## config.mk

```make
export PLATFORM = sky130hd
export DESIGN_NAME = dcache_ctrl
export DESIGN_NICKNAME = d
export VERILOG_FILES = /design/src/rtl/dcache_pkg.sv /design/src/rtl/dcache_array.sv /design/src/rtl/dcache_ctrl.sv
export SDC_FILE = /design/constraint.sdc
export NUM_CORES = 1
export LEC_CHECK = 0
export ABC_AREA = 1
export BUFFER_PORTS_ARGS = -buffer_cell sky130_fd_sc_hd__buf_2
export CORE_ASPECT_RATIO = 1.2
export CORE_MARGIN = 4
export CORE_UTILIZATION = 25
export DETAILED_ROUTE_END_ITERATION = 8
export PLACE_DENSITY = 0.51
export SYNTH_ARGS = -nofsm -noshare
export SYNTH_HDL_FRONTEND = slang
export SYNTH_SLANG_ARGS = --single-unit
```

## constraint.sdc

```tcl
create_clock -name CLK -period 4.36 [get_ports CLK]
set_input_delay 0.872 -clock CLK [delete_from_list [all_inputs] [get_ports CLK]]
set_output_delay 0.872 -clock CLK [all_outputs]
set_load 0.02 [all_outputs]
```

## src/rtl/dcache_pkg.sv

```systemverilog
// Shared types, field widths and address-field helpers for the direct-mapped
// write-back data cache.
package dcache_pkg;

  localparam int ADDR_W   = 8;
  localparam int NUM_SETS = 8;
  localparam int TAG_W    = 3;
  localparam int INDEX_W  = 3;
  localparam int OFFSET_W = 2;
  localparam int BLOCK_W  = 32;

  typedef enum logic [1:0] {
    ST_IDLE      = 2'd0,
    ST_WRITEBACK = 2'd1,
    ST_FETCH     = 2'd2
  } dcache_state_e;

  function automatic logic [TAG_W-1:0] addr_tag(input logic [ADDR_W-1:0] a);
    return a[ADDR_W-1 -: TAG_W];
  endfunction

  function automatic logic [INDEX_W-1:0] addr_index(input logic [ADDR_W-1:0] a);
    return a[OFFSET_W +: INDEX_W];
  endfunction

  function automatic logic [OFFSET_W-1:0] addr_offset(input logic [ADDR_W-1:0] a);
    return a[OFFSET_W-1:0];
  endfunction

endpackage

```

## src/rtl/dcache_array.sv

```systemverilog
// Per-line valid/dirty/tag/data storage with a byte-write port, a line-fill
// port and combinational read of the addressed line.
module dcache_array
  import dcache_pkg::*;
(
  input  logic                clk,
  input  logic                rst_n,
  input  logic [INDEX_W-1:0]  idx,
  input  logic                byte_we,
  input  logic [OFFSET_W-1:0] byte_off,
  input  logic [7:0]          byte_wdata,
  input  logic                fill_we,
  input  logic [TAG_W-1:0]    fill_tag,
  input  logic [BLOCK_W-1:0]  fill_data,
  output logic                line_valid,
  output logic                line_dirty,
  output logic [TAG_W-1:0]    line_tag,
  output logic [BLOCK_W-1:0]  line_data
);

  logic [NUM_SETS-1:0] valid_q, valid_d;
  logic [NUM_SETS-1:0] dirty_q, dirty_d;
  logic [TAG_W-1:0]    tag_q  [NUM_SETS];
  logic [TAG_W-1:0]    tag_d  [NUM_SETS];
  logic [BLOCK_W-1:0]  data_q [NUM_SETS];
  logic [BLOCK_W-1:0]  data_d [NUM_SETS];

  // A fill always leaves the line clean; it takes priority over a byte write.
  always_comb begin
    valid_d = valid_q;
    dirty_d = dirty_q;
    tag_d   = tag_q;
    data_d  = data_q;
    if (fill_we) begin
      data_d[idx]  = fill_data;
      tag_d[idx]   = fill_tag;
      valid_d[idx] = 1'b1;
      dirty_d[idx] = 1'b0;
    end else if (byte_we) begin
      data_d[idx][{byte_off, 3'b000} +: 8] = byte_wdata;
      dirty_d[idx] = 1'b1;
    end
  end

  always_ff @(posedge clk or negedge rst_n) begin
    if (!rst_n) begin
      valid_q <= '0;
      dirty_q <= '0;
    end else begin
      valid_q <= valid_d;
      dirty_q <= dirty_d;
    end
  end

  // Tag and data contents are meaningless until valid is set, so no reset.
  always_ff @(posedge clk) begin
    tag_q  <= tag_d;
    data_q <= data_d;
  end

  assign line_valid = valid_q[idx];
  assign line_dirty = dirty_q[idx];
  assign line_tag   = tag_q[idx];
  assign line_data  = data_q[idx];

endmodule

```

## src/rtl/dcache_ctrl.sv

```systemverilog
// Direct-mapped write-back data cache controller: byte hits complete without
// stall, misses write back a dirty victim then fetch the new block.
module dcache_ctrl
  import dcache_pkg::*;
(
  input  logic         CLK,
  input  logic         RESET,
  input  logic         READ,
  input  logic         WRITE,
  input  logic [7:0]   ADDRESS,
  input  logic [7:0]   WRITEDATA,
  output logic [7:0]   READDATA,
  output logic         BUSYWAIT,
  output logic         mem_read,
  output logic         mem_write,
  output logic [5:0]   mem_address,
  output logic [31:0]  mem_writedata,
  input  logic [31:0]  mem_readdata,
  input  logic         mem_busywait
);

  // CPU handshake: a request (READ or WRITE) is accepted on the cycle BUSYWAIT
  // is low; while BUSYWAIT is high the CPU holds request, address and data.
  // Memory handshake: a transfer is complete on the posedge sampling
  // mem_busywait low while mem_read or mem_write is high.

  dcache_state_e state_q, state_d;

  logic [INDEX_W-1:0]  idx;
  logic [TAG_W-1:0]    req_tag;
  logic [OFFSET_W-1:0] off;
  logic                req, is_rd, is_wr, hit;
  logic                line_valid, line_dirty;
  logic [TAG_W-1:0]    line_tag;
  logic [BLOCK_W-1:0]  line_data;
  logic                byte_we, fill_we;

  assign idx     = addr_index(ADDRESS);
  assign req_tag = addr_tag(ADDRESS);
  assign off     = addr_offset(ADDRESS);
  assign req     = READ | WRITE;
  assign is_wr   = WRITE;
  assign is_rd   = READ & ~WRITE;
  assign hit     = line_valid && (line_tag == req_tag);
  assign byte_we = (state_q == ST_IDLE) && is_wr && hit;
  assign fill_we = (state_q == ST_FETCH) && !mem_busywait;

  dcache_array u_array (
    .clk        (CLK),
    .rst_n      (RESET),
    .idx        (idx),
    .byte_we    (byte_we),
    .byte_off   (off),
    .byte_wdata (WRITEDATA),
    .fill_we    (fill_we),
    .fill_tag   (req_tag),
    .fill_data  (mem_readdata),
    .line_valid (line_valid),
    .line_dirty (line_dirty),
    .line_tag   (line_tag),
    .line_data  (line_data)
  );

  always_comb begin
    state_d = state_q;
    case (state_q)
      ST_IDLE:      if (req && !hit) state_d = (line_valid && line_dirty) ? ST_WRITEBACK : ST_FETCH;
      ST_WRITEBACK: if (!mem_busywait) state_d = req ? ST_FETCH : ST_IDLE;
      ST_FETCH:     if (!mem_busywait) state_d = ST_IDLE;
      default:      state_d = ST_IDLE;
    endcase
  end

  always_ff @(posedge CLK or negedge RESET) begin
    if (!RESET) state_q <= ST_IDLE;
    else        state_q <= state_d;
  end

  // RESET gates the CPU-side outputs so they drop the instant reset asserts.
  always_comb begin
    mem_read      = (state_q == ST_FETCH);
    mem_write     = (state_q == ST_WRITEBACK);
    mem_address   = '0;
    mem_writedata = '0;
    if (state_q == ST_WRITEBACK) begin
      mem_address   = {line_tag, idx};
      mem_writedata = line_data;
    end else if (state_q == ST_FETCH) begin
      mem_address   = {req_tag, idx};
    end
    BUSYWAIT = RESET && ((state_q != ST_IDLE) || (req && !hit));
    READDATA = '0;
    if (RESET && (state_q == ST_IDLE) && is_rd && hit) READDATA = line_data[{off, 3'b000} +: 8];
  end

endmodule

```

* Word level (Yosys, flattened, before mapping)
Index checks and enable logic that the tools add are counted.
** Cells by class
- Multiplexer cells :: 35
- Div/mod/pow operators :: 0
- Add/sub/neg operators :: 1
- Shift operators :: 3
- Order comparisons :: 4
- Eq/ne operators :: 6
- $mul :: 0
- Reduce and logical (&&, ||, !) cells :: 19
- Bitwise gates (word level) :: 8
** Operator list (number)
- bitwise mux 256 bit :: 2
- 2-to-1 mux 256 bit :: 2
- demux 32 bit (select 3 bit) :: 2
- 2-to-1 mux 32 bit :: 5
- binary-select mux 32 bit (select 3 bit) :: 1
- variable shift 8 x 7 -> 32 bit, first input constant :: 1
- indexed part select 32 x 6 -> 8 bit :: 1
- indexed part select 8 x 7 -> 32 bit :: 1
- bitwise mux 24 bit :: 1
- 2-to-1 mux 8 bit :: 3
- OR 8 bit :: 2
- logical AND 1 bit :: 12
- 2-to-1 mux 6 bit :: 2
- 2-to-1 mux 2 bit :: 5
- binary-select mux 3 bit (select 3 bit) :: 1
- demux 3 bit (select 3 bit) :: 1
- 2-to-1 mux 3 bit :: 3
- bitwise AND 8 bit :: 1
- NOT 8 bit :: 1
- negator 5 -> 7 bit :: 1
- binary-select mux 1 bit (select 3 bit) :: 2
- inequality test 2 bit, second input constant :: 3
- case mux 2 bit (3 select lines) :: 1
- greater-or-equal comparator 4 bit, second input constant :: 1
- 17 further kinds :: 21
** Word-level totals
- Input port bits :: 53
- Memories :: 0
- ROM bits :: 0
- Bits in latches :: 0
- Flip-flop bits (word level) :: 298
- Word-level logic and storage cells :: 95
- Output and inout port bits :: 49
- Bits in writable memories :: 0

* Depth between registers and ports, before layout
Gate-level depths: netlist of run 1.
- Word-level depth :: 10
- Mapped depth :: 16
- Mapped depth without buffers :: 15

* Modules after synthesis
Synthesis of run 1 repeated with hierarchy kept, for this count alone.
** Second synthesis, totals
- Cell total of the unflattened synthesis :: 2217
- Area, all modules :: 16773.6 µm²
** By module, submodules not included
- dcache_array :: cells an instance 2043, area an instance 15925.3 µm², sequential area each 8808.4 µm², instances 1
- dcache_ctrl :: cells an instance 174, area an instance 848.3 µm², sequential area each 50.0 µm², instances 1

* Least setup slack after synthesis of run 1
No wires, ideal clock.
- Kind :: input port to output port
- Start point :: in ADDRESS[3]
- End point :: out READDATA[7]
- Cell stages on the path :: 11
- Buffers on the path :: 3
- Setup slack :: 1060 ps
- Arrival :: 2428 ps
- Required time :: 3488 ps
- Cell sequence :: buf_4 -> buf_4 -> nand3_1 -> inv_1 -> buf_2 -> nand2_1 -> o211ai_1 -> a21oi_1 -> nand3_1 -> nand3_1 -> a21oi_1
** Between the ends
- Cells in the longest elaborated chain, start to end :: 8
- Elaborated cells on any way between the ends :: 14
- Those cells by class :: 1 x eq/ne; 1 x shift; 9 x mux; 1 x bitwise; 2 x reduce/logical
** RTL lines
- from (decl) :: RTL line dcache_ctrl.sv:10 : input logic [7:0] ADDRESS,
- parallel branches: the longest is 7 deep, another holds binary-select mux 32 bit (select 3 bit)
- 2-to-1 mux 8 bit (*) :: RTL line dcache_ctrl.sv:93 : if (RESET && (state_q == ST_IDLE) && is_rd && hit) READDATA = line_data[{off, 3'b000} +: 8];
- to (decl) :: RTL line dcache_ctrl.sv:12 : output logic [7:0] READDATA,
Every way passes the cells marked *. The select of a mux whose other input is x is not followed.

* Worst setup path in the final report of run 1
- Start point :: in ADDRESS[2]
- End point :: out READDATA[2]
The elaborated chain is that of the path after synthesis.

==> results of run 1 <==
[kinds of logic (layout without fill, tap and decap cells)]
family | Yosys count | after routing
flops | 298 | 298
simple gates | 535 | 535
buf+inv | 238 | 384
compound gates | 436 | 436
other cells | 0 | 1
fa+ha+maj | 5 | 5
[cells in the final DEF (no fill, tap or decap), types with 18 or more instances in the layout]
cell type,netlist,final
o22ai_1,262,262
nand3_1,76,76
dfrtp_1,18,18
a211oi_1,33,33
buf_2,33,101
nand2_1,340,339
buf_4,11,55
o21ai_0,25,25
nor2_1,86,85
o21ai_2,29,29
inv_1,145,145
edfxtp_1,280,280
a21oi_1,69,69
clkbuf_16,0,35
[worst paths after layout]
kind,endpoint,slack [ns],from
setup reg to reg,u_array.data_q[209]$_DFFE_PP_,1.29,state_q[0]$_DFFE_PN0P_
max in group asynchronous,async pin,3.79,RESET
hold / removal,u_array.valid_q[6]$_DFFE_PN0P_,0.34,RESET
setup / recovery,READDATA[2],0.24,ADDRESS[2]
hold reg to reg,u_array.valid_q[6]$_DFFE_PN0P_,0.47,u_array.valid_q[6]$_DFFE_PN0P_
min in group CLK,u_array.valid_q[6]$_DFFE_PN0P_,0.47,u_array.valid_q[6]$_DFFE_PN0P_
[critical path: cells and delay by family]
| family | cells | cell delay, ns |
|---|---|---|
| compound gates | 2 | 0.70 |
| buf+inv | 4 | 0.85 |
| simple gates | 6 | 0.80 |
[per-layer routing]
layer / up-vias / wire length, um / part of all wire / track usage
met3: 127 / 4610 / 0.078 / 0.0268
li1: 5767 / - / - / -
met1: 6294 / 23600 / 0.40 / 0.232
met5: - / 0 / 0 / 0
met4: 0 / 2150 / 0.036 / 0.0652
met2: 702 / 29000 / 0.49 / 0.310
[Yosys cell counts]
cell,count
o21ai_2,29
nand4_1,6
clkbuf_1,21
inv_2,14
clkinv_1,4
nor2_8,1
a22oi_1,7
buf_4,11
nor3_1,2
buf_2,33
a211oi_1,33
buf_1,6
o21ai_0,25
nor2_2,2
nor2_4,1
dfrtp_1,18
o22ai_1,262
nand3_2,2
edfxtp_1,280
nor2_1,86
and3_1,3
nand2_2,5
nand3b_1,1
a21boi_0,1
buf_6,4
a21oi_1,69
nand3_1,76
o21ai_1,2
or2_2,8
inv_1,145
nand2_4,2
a22o_1,2
nand2_1,340
ha_1,5
o211ai_1,6
[flip-flops by register name, indices dropped and copies added, names as in the netlist, named ones only]
register,count
u_array.data_q,256
u_array.tag_q,24
u_array.valid_q,8
state_q,2
[where the power goes]
part           internal (uW)  leakage (uW)  total [uW]  switching, uW
Clock                   1600      0.000514        2780           1180
Combinational            273       0.00303        1050            779
Sequential              3250       0.00310        3290           40.3
[final cells by class]
class / count / area [um^2]
Fill cell: 6244 / 41100
Sequential cell: 298 / 8860
Multi-Input combinational cell: 976 / 5030
Timing Repair Buffer: 163 / 1060
Tap cell: 792 / 991
Clock buffer: 45 / 953
Inverter: 163 / 612
Clock inverter: 13 / 93.8
Antenna cell: 1 / 2.50
[through the flow]
step / power (uW) / utilization / hold WS [ns] / instance area [um^2]
after detailed placement: 4390 / 0.282 / 0.455 / 16600
after floorplan: 3960 / - / 0.419 / 14900
after global placement: 4380 / 0.282 / 0.453 / 16600
final: 7120 / 0.300 / 0.338 / 17600
after global routing: 7360 / 0.300 / 0.348 / 17600
after CTS: 7150 / 0.300 / 0.324 / 17600
==> run summary, run 1 <==
Number of I/O pins - 102
Std cell rows - 97
Post-Syn Instances - 1512
FF+latch count, synth - 298
DRC - 0
Maxcap violations - 0
Resize count post-CTS - 0
Longest Clk Path Bufs - 3
Later-pin clock latency in the skew report - 0.53 ns
Nets - 1694
Syn Std Cell Area - 14900 um^2
Post-route antenna net violation count - 0
CP Max Fanout - 11
Post-Route WL - 59.3 mm
Worst slew margin - 0.286
First-pass GRT wire length - 86.4 mm
DP HPWL - 41.8 mm
# clock sinks - 298
Status - finished clean
Worst EP arrival - 3.24 ns
DR pass1 iterations - 8
Post-Place Setup Slack - 0.329 ns
Gr ovfl total - 0
Share of layout cells above drive strength 1 - 0.166
Setup TNS - 0 ns
P&R area growth vs syn - 18.2%
Clock skew - 0.0223 ns
Synth top area cells - edfxtp_1 56%, o22ai_1 11%, nand2_1 8.6%
Largest net degree at the start of global routing - 36
Ys Warns - 0
Largest family of logic cells by synthesized area - compound AO/OA/AOI/OAI gates
Routed vias - 12900
Clk pin slew, worst setup/hold paths - 0.06 ns
Min cycle time layout - 4.12 ns
Core area - 58700 um^2
RSZ-0062 raised after global routing - false
Synth Area in Simple Gates - 0.149
All-Layer GR Usage - 0.181
Sequence of cells on the critical path - buf_2 -> inv_2 -> buf_4 -> nand2_1 -> nand3_1 -> nand2_1 -> o21ai_1 -> nand3_2 -> nor2_8 -> nand2_1 -> a21oi_1 -> buf_2
WS Path Type - input port to output pin
Vias in the first global route - 12900
Die Wd - 231 um
XOR/XNOR Fraction of Synth Area - 0
Compound-Gate Fraction of Synth Area - 0.184
WP data required - 3.49 ns
Fmax achieved - 0.243 GHz
Synth area leader - edfxtp_1
Initial antenna violation count - 0
PnR worst setup slack - 0.243 ns
DRT iter0 DRCs - 1758
H-tree levels - 2
RePlAce Congestion - 0.937
Worst Tran Pin Value - 1.07 ns
Clock tree root driver cell - clkbuf_16
TritonCTS clock tree - yes
Maximum vdd drop - 263 uV
Die height - 275 um
Crit. End Element - output pin
Post-route insts no fill - 2451
WL per Instance - 24.2 um
Die Footprint - 63600 um^2
Cell Pwr Density - 405 nW/um^2
CP dominant cell by count - nand2_1
TritonCTS buffer count - 34
# setup viols final - 0
# placed instances - 2392
Max incr delay on CP - 0.48 ns
Sequential share of the synthesized area - 0.595
Starting Density - 0.254
Via-to-Cell Ratio - 5.26
CP max-delay cell - a21oi_1
Mean Syn Cell Area - 9.85 um^2
Adder-Cell Fraction of Synth Area - 0.00420
Pleak - 0.00665 uW
Max-slew violations - 0
Final hold vios - 0
Synth unique cells - 35
Post-synthesis mux area share - 0
Worst reg-to-reg path cell count - 8
Setup repair bufs after CTS - 0
Hold Buf Count CTS - 0
Share of the synthesized area in the top cell type - 0.565
Setup crit start kind - input port
Syn_nets - 1570
Hold Crit Class - input port to async pin
Fin crit share - 0.944
Port bufs - 101
Power figures use the tool's default switching activity.
==> inputs of run 2 (changes only) <==
--- a/config.mk
+++ b/config.mk
@@ -7,11 +7,13 @@
 export LEC_CHECK = 0
 export ABC_AREA = 1
 export BUFFER_PORTS_ARGS = -buffer_cell sky130_fd_sc_hd__buf_2
+export CELL_PAD_IN_SITES_DETAIL_PLACEMENT = 0
+export CELL_PAD_IN_SITES_GLOBAL_PLACEMENT = 1
 export CORE_ASPECT_RATIO = 1.2
 export CORE_MARGIN = 4
 export CORE_UTILIZATION = 25
 export DETAILED_ROUTE_END_ITERATION = 8
-export PLACE_DENSITY = 0.51
+export PLACE_DENSITY = 0.58
 export SYNTH_ARGS = -nofsm -noshare
 export SYNTH_HDL_FRONTEND = slang
 export SYNTH_SLANG_ARGS = --single-unit
==> run summary, run 2 (synthesis results as in run 1) <==
Resize count post-CTS - 0
Hold Crit Class - input port to async pin
CP Max Fanout - 17
WP data required - 3.49 ns
H-tree levels - 2
Starting Density - 0.254
Worst slew margin - 0.391
# clock sinks - 298
Largest net degree at the start of global routing - 37
Clk pin slew, worst setup/hold paths - 0.07 ns
Maximum vdd drop - 215 uV
Vias in the first global route - 12600
Core area - 58700 um^2
Later-pin clock latency in the skew report - 0.53 ns
Final hold vios - 0
Biggest regs - u_array.data_q x256, u_array.tag_q x24, u_array.valid_q x8
TritonCTS clock tree - yes
Die height - 275 um
All-Layer GR Usage - 0.182
Hold Buf Count CTS - 0
Max-slew violations - 0
WS Path Type - input port to output pin
Total power - 7130 uW
Area of the multi-input gates - 5030 um^2
Largest Register - u_array.data_q
DRC - 0
Pleak - 0.00662 uW
Worst EP arrival - 3.39 ns
Setup repair bufs after CTS - 0
Nets - 1696
TritonCTS buffer count - 35
Diode count - 0
# placed instances - 2393
Share of layout cells above drive strength 1 - 0.166
Post-Place Setup Slack - 0.183 ns
P&R area growth vs syn - 17.8%
Setup TNS - 0 ns
PnR worst setup slack - 0.102 ns
Min cycle time layout - 4.26 ns
Number of I/O pins - 102
Crit. End Element - output pin
Clock tree root driver cell - clkbuf_16
DR pass1 iterations - 5
DRT iter0 DRCs - 1159
Gr ovfl total - 0
Commonest non-fill, non-tap cell in the layout - nand2_1
Final-layout fill cell count - 6243
RePlAce Congestion - 0.899
Std cell rows - 97
Number of flip-flops in the largest register - 256
Via-to-Cell Ratio - 5.17
Die Footprint - 63600 um^2
Post-route antenna net violation count - 0
DP HPWL - 42.8 mm
Worst Tran Pin Value - 0.913 ns
Commonest non-fill, non-tap cells in the layout - 339 x nand2_1, 280 x edfxtp_1, 262 x o22ai_1
Cell Pwr Density - 406 nW/um^2
First-pass GRT wire length - 86.1 mm
Status - finished clean
Post-Route WL - 60.0 mm
Setup crit start kind - input port
Port bufs - 101
# setup viols final - 0
Die Wd - 231 um
Maxcap violations - 0
Clock skew - 0.0211 ns
Post-route insts no fill - 2452
Longest Clk Path Bufs - 3
Initial antenna violation count - 0
Routed vias - 12700
WL per Instance - 24.5 um
Fin crit share - 0.977
Register area - 8860 um^2
Fmax achieved - 0.235 GHz
RSZ-0062 raised after global routing - false
-- run 2: metal layers --
layer | part of all wire | vias to the layer above | track usage
met5 | 0 | - | 0
met2 | 0.48 | 530 | 0.310
li1 | - | 5746 | -
met4 | 0.044 | 0 | 0.0765
met3 | 0.064 | 124 | 0.0317
met1 | 0.41 | 6281 | 0.229
-- run 2: per-stage QoR --
stage | utilization | hold slack [ns] | instance area, um^2
after floorplan | - | 0.419 | 14900
after global placement | 0.281 | 0.437 | 16500
after detailed placement | 0.281 | 0.438 | 16500
after CTS | 0.299 | 0.313 | 17500
after global routing | 0.299 | 0.334 | 17500
final | 0.299 | 0.322 | 17500
-- run 2: power by group --
part | switching, uW | internal [uW] | total [uW] | leakage (uW)
sequential | 39.2 | 3250 | 3290 | 0.00310
combinational | 772 | 270 | 1040 | 0.00301
clock | 1200 | 1600 | 2800 | 0.000509
-- run 2: path summary, 6_finish.rpt --
| kind | startpoint | endpoint | slack (ns) | cells after the start |
|---|---|---|---|---|
| worst max-delay path | ADDRESS[3] | READDATA[3] | 0.10 | 12 |
| worst min register to register | u_array.valid_q[0]$_DFFE_PN0P_ | u_array.valid_q[0]$_DFFE_PN0P_ | 0.45 | 2 |
| max in group asynchronous | RESET | u_array.valid_q[6]$_DFFE_PN0P_ | 3.81 | 2 |
| min in group CLK | u_array.valid_q[0]$_DFFE_PN0P_ | u_array.valid_q[0]$_DFFE_PN0P_ | 0.45 | 2 |
| worst max register to register | state_q[0]$_DFFE_PN0P_ | u_array.data_q[231]$_DFFE_PP_ | 1.24 | 8 |
| worst min-delay path | RESET | state_q[1]$_DFFE_PN0P_ | 0.32 | 2 |
-- run 2: critical path, cell delays in order --
cell and delay (ns):
buf_2 0.25, nor2_1 0.34, nand2_1 0.14, inv_2 0.32
buf_4 0.32, nand2_1 0.07, nand2_1 0.06, a211oi_1 0.05
nand3_1 0.10, nand3_1 0.18, a21oi_1 0.41, buf_2 0.25
-- run 2: final cells by class --
cell class | count | share of cell area
clock inverter | 17 | 0.00613
inverter | 163 | 0.0349
tap | 792 | 0.0565
sequential | 298 | 0.505
multi-input combinational | 976 | 0.287
timing repair buffer | 164 | 0.0572
clock buffer | 42 | 0.0538
==> inputs of run 3 (changes only) <==
--- a/config.mk
+++ b/config.mk
@@ -12,6 +12,7 @@
 export CORE_ASPECT_RATIO = 1.2
 export CORE_MARGIN = 4
 export CORE_UTILIZATION = 25
+export CTS_BUF_LIST = sky130_fd_sc_hd__clkbuf_8 sky130_fd_sc_hd__clkbuf_16
 export DETAILED_ROUTE_END_ITERATION = 8
 export PLACE_DENSITY = 0.58
 export SYNTH_ARGS = -nofsm -noshare
==> run summary, run 3 (synthesis results as in run 1) <==
Largest Register - u_array.data_q
Std cell rows - 97
DRT iter0 DRCs - 1157
# clock sinks - 298
Gr ovfl total - 0
Setup crit start kind - input port
Clock skew - 0.0209 ns
R2r setup slk - 1.24 ns
TritonCTS buffer count - 35
Worst EP arrival - 3.40 ns
Worst Tran Pin Value - 0.905 ns
Via-to-Cell Ratio - 5.16
Max-slew violations - 0
RSZ-0062 raised after global routing - false
CP startpoint - ADDRESS[3]
Port bufs - 101
Clock tree root driver cell - clkbuf_16
WP data required - 3.49 ns
Initial antenna violation count - 0
Setup repair bufs after CTS - 0
Logic pwr share - 0.146
Die height - 275 um
Switching power - 2010 uW
# setup viols final - 0
Clock Power Share - 0.391
TritonCTS clock tree - yes
Hold Crit Class - input port to async pin
Min cycle time layout - 4.27 ns
Worst reg-to-reg path cell count - 8
DRC - 0
Hold Buf Count CTS - 0
DP HPWL - 42.8 mm
Cell Pwr Density - 406 nW/um^2
Maxcap violations - 0
Final hold slack - 0.322 ns
P&R area growth vs syn - 17.8%
CP Max Fanout - 17
Final-layout fill cell count - 6243
Nets - 1696
Number of flip-flops in the largest register - 256
Later-pin clock latency in the skew report - 0.53 ns
Starting Density - 0.254
Share of layout cells above drive strength 1 - 0.166
Worst slew margin - 0.396
Commonest non-fill, non-tap cell in the layout - nand2_1
Die Footprint - 63600 um^2
WL per Instance - 24.5 um
All-Layer GR Usage - 0.182
Crit. End Element - output pin
Post-Route WL - 60.0 mm
R2r endpoint - u_array.data_q[229]$_DFFE_PP_
Maximum vdd drop - 213 uV
Die Wd - 231 um
Longest Clk Path Bufs - 3
Seq pwr share - 0.462
Resize count post-CTS - 0
RePlAce Congestion - 0.899
Clk pin slew, worst setup/hold paths - 0.07 ns
Vias in the first global route - 12600
DR pass1 iterations - 5
Routed vias - 12600
Pleak - 0.00664 uW
Largest net degree at the start of global routing - 37
Power Internal - 5110 uW
Post-route antenna net violation count - 0
Worst R2R Start - state_q[0]$_DFFE_PN0P_
Commonest non-fill, non-tap cells in the layout - 339 x nand2_1, 280 x edfxtp_1, 262 x o22ai_1
Core area - 58700 um^2
Fmax achieved - 0.234 GHz
Setup TNS - 0 ns
Fin crit share - 0.980
Biggest regs - u_array.data_q x256, u_array.tag_q x24, u_array.valid_q x8
H-tree levels - 2
First-pass GRT wire length - 86.1 mm
Diode count - 0
WS Path Type - input port to output pin
Number of I/O pins - 102
Status - finished clean
Switching share of total power - 0.283
CP endpoint - READDATA[6]
Final hold vios - 0
run 3: changes by cell type in the layout (fill, tap and decap cells not counted), sizes merged:
cell	change
clkbuf	-5
inv	+5
run 3: through the flow:
step           setup slack, ns  utilization  instance area, um^2  total power [uW]  instances
2_1_floorplan             1.06            -                14900              3960       1512
3_3_place_gp             0.189        0.281                16500              4380       2393
4_1_cts                  0.174        0.299                17500              7140       2452
3_5_place_dp             0.183        0.281                16500              4390       2393
5_1_grt                 0.0115        0.299                17500              7350       2452
6_report                0.0861        0.299                17500              7120       2452
run 3: cell type report:
type | instances | area (um^2) | share of cell area
inverters | 163 | 612 | 0.0349
clock buffers | 37 | 926 | 0.0528
repair buffers | 164 | 1000 | 0.0572
multi-input cells | 976 | 5030 | 0.287
flip-flops and latches | 298 | 8860 | 0.505
clock inverters | 22 | 126 | 0.00720
well taps | 792 | 991 | 0.0565
run 3: metal layers:
metal  routed length (um)  GRT usage  share of wire
met1                24400      0.229           0.41
met2                28900      0.310           0.48
met3                 4020     0.0317          0.067
met4                 2650     0.0765          0.044
met5                    0          0              0
run 3: worst min-delay path by stage:
stage / to / slack (ns) / cells past startpoint / startpoint
6_report: state_q[1]$_DFFE_PN0P_ / 0.32 / 2 / RESET
2_1_floorplan: u_array.valid_q[0]$_DFFE_PN0P_ / 0.42 / 2 / u_array.valid_q[0]$_DFFE_PN0P_
5_1_grt: state_q[1]$_DFFE_PN0P_ / 0.33 / 2 / RESET
4_1_cts: state_q[0]$_DFFE_PN0P_ / 0.31 / 2 / RESET
3_5_place_dp: u_array.valid_q[0]$_DFFE_PN0P_ / 0.44 / 2 / u_array.valid_q[0]$_DFFE_PN0P_
3_3_place_gp: u_array.valid_q[0]$_DFFE_PN0P_ / 0.44 / 2 / u_array.valid_q[0]$_DFFE_PN0P_
run 3: worst max-delay path, stage by stage:
cell,delay (ns)
buf_2,0.25
nor2_1,0.34
nand2_1,0.14
inv_2,0.31
buf_4,0.32
a211oi_1,0.13
nand3_1,0.15
nand3_1,0.19
a21oi_1,0.42
buf_2,0.25
run 3: power groups by stage:
stage / registers, uW / logic, uW / clock network, uW
final: 3290 / 1040 / 2780
after global routing: 3300 / 1120 / 2930
after CTS: 3290 / 1040 / 2810
after detailed placement: 3350 / 1040 / 0
after global placement: 3350 / 1030 / 0
after floorplan: 3340 / 624 / 0
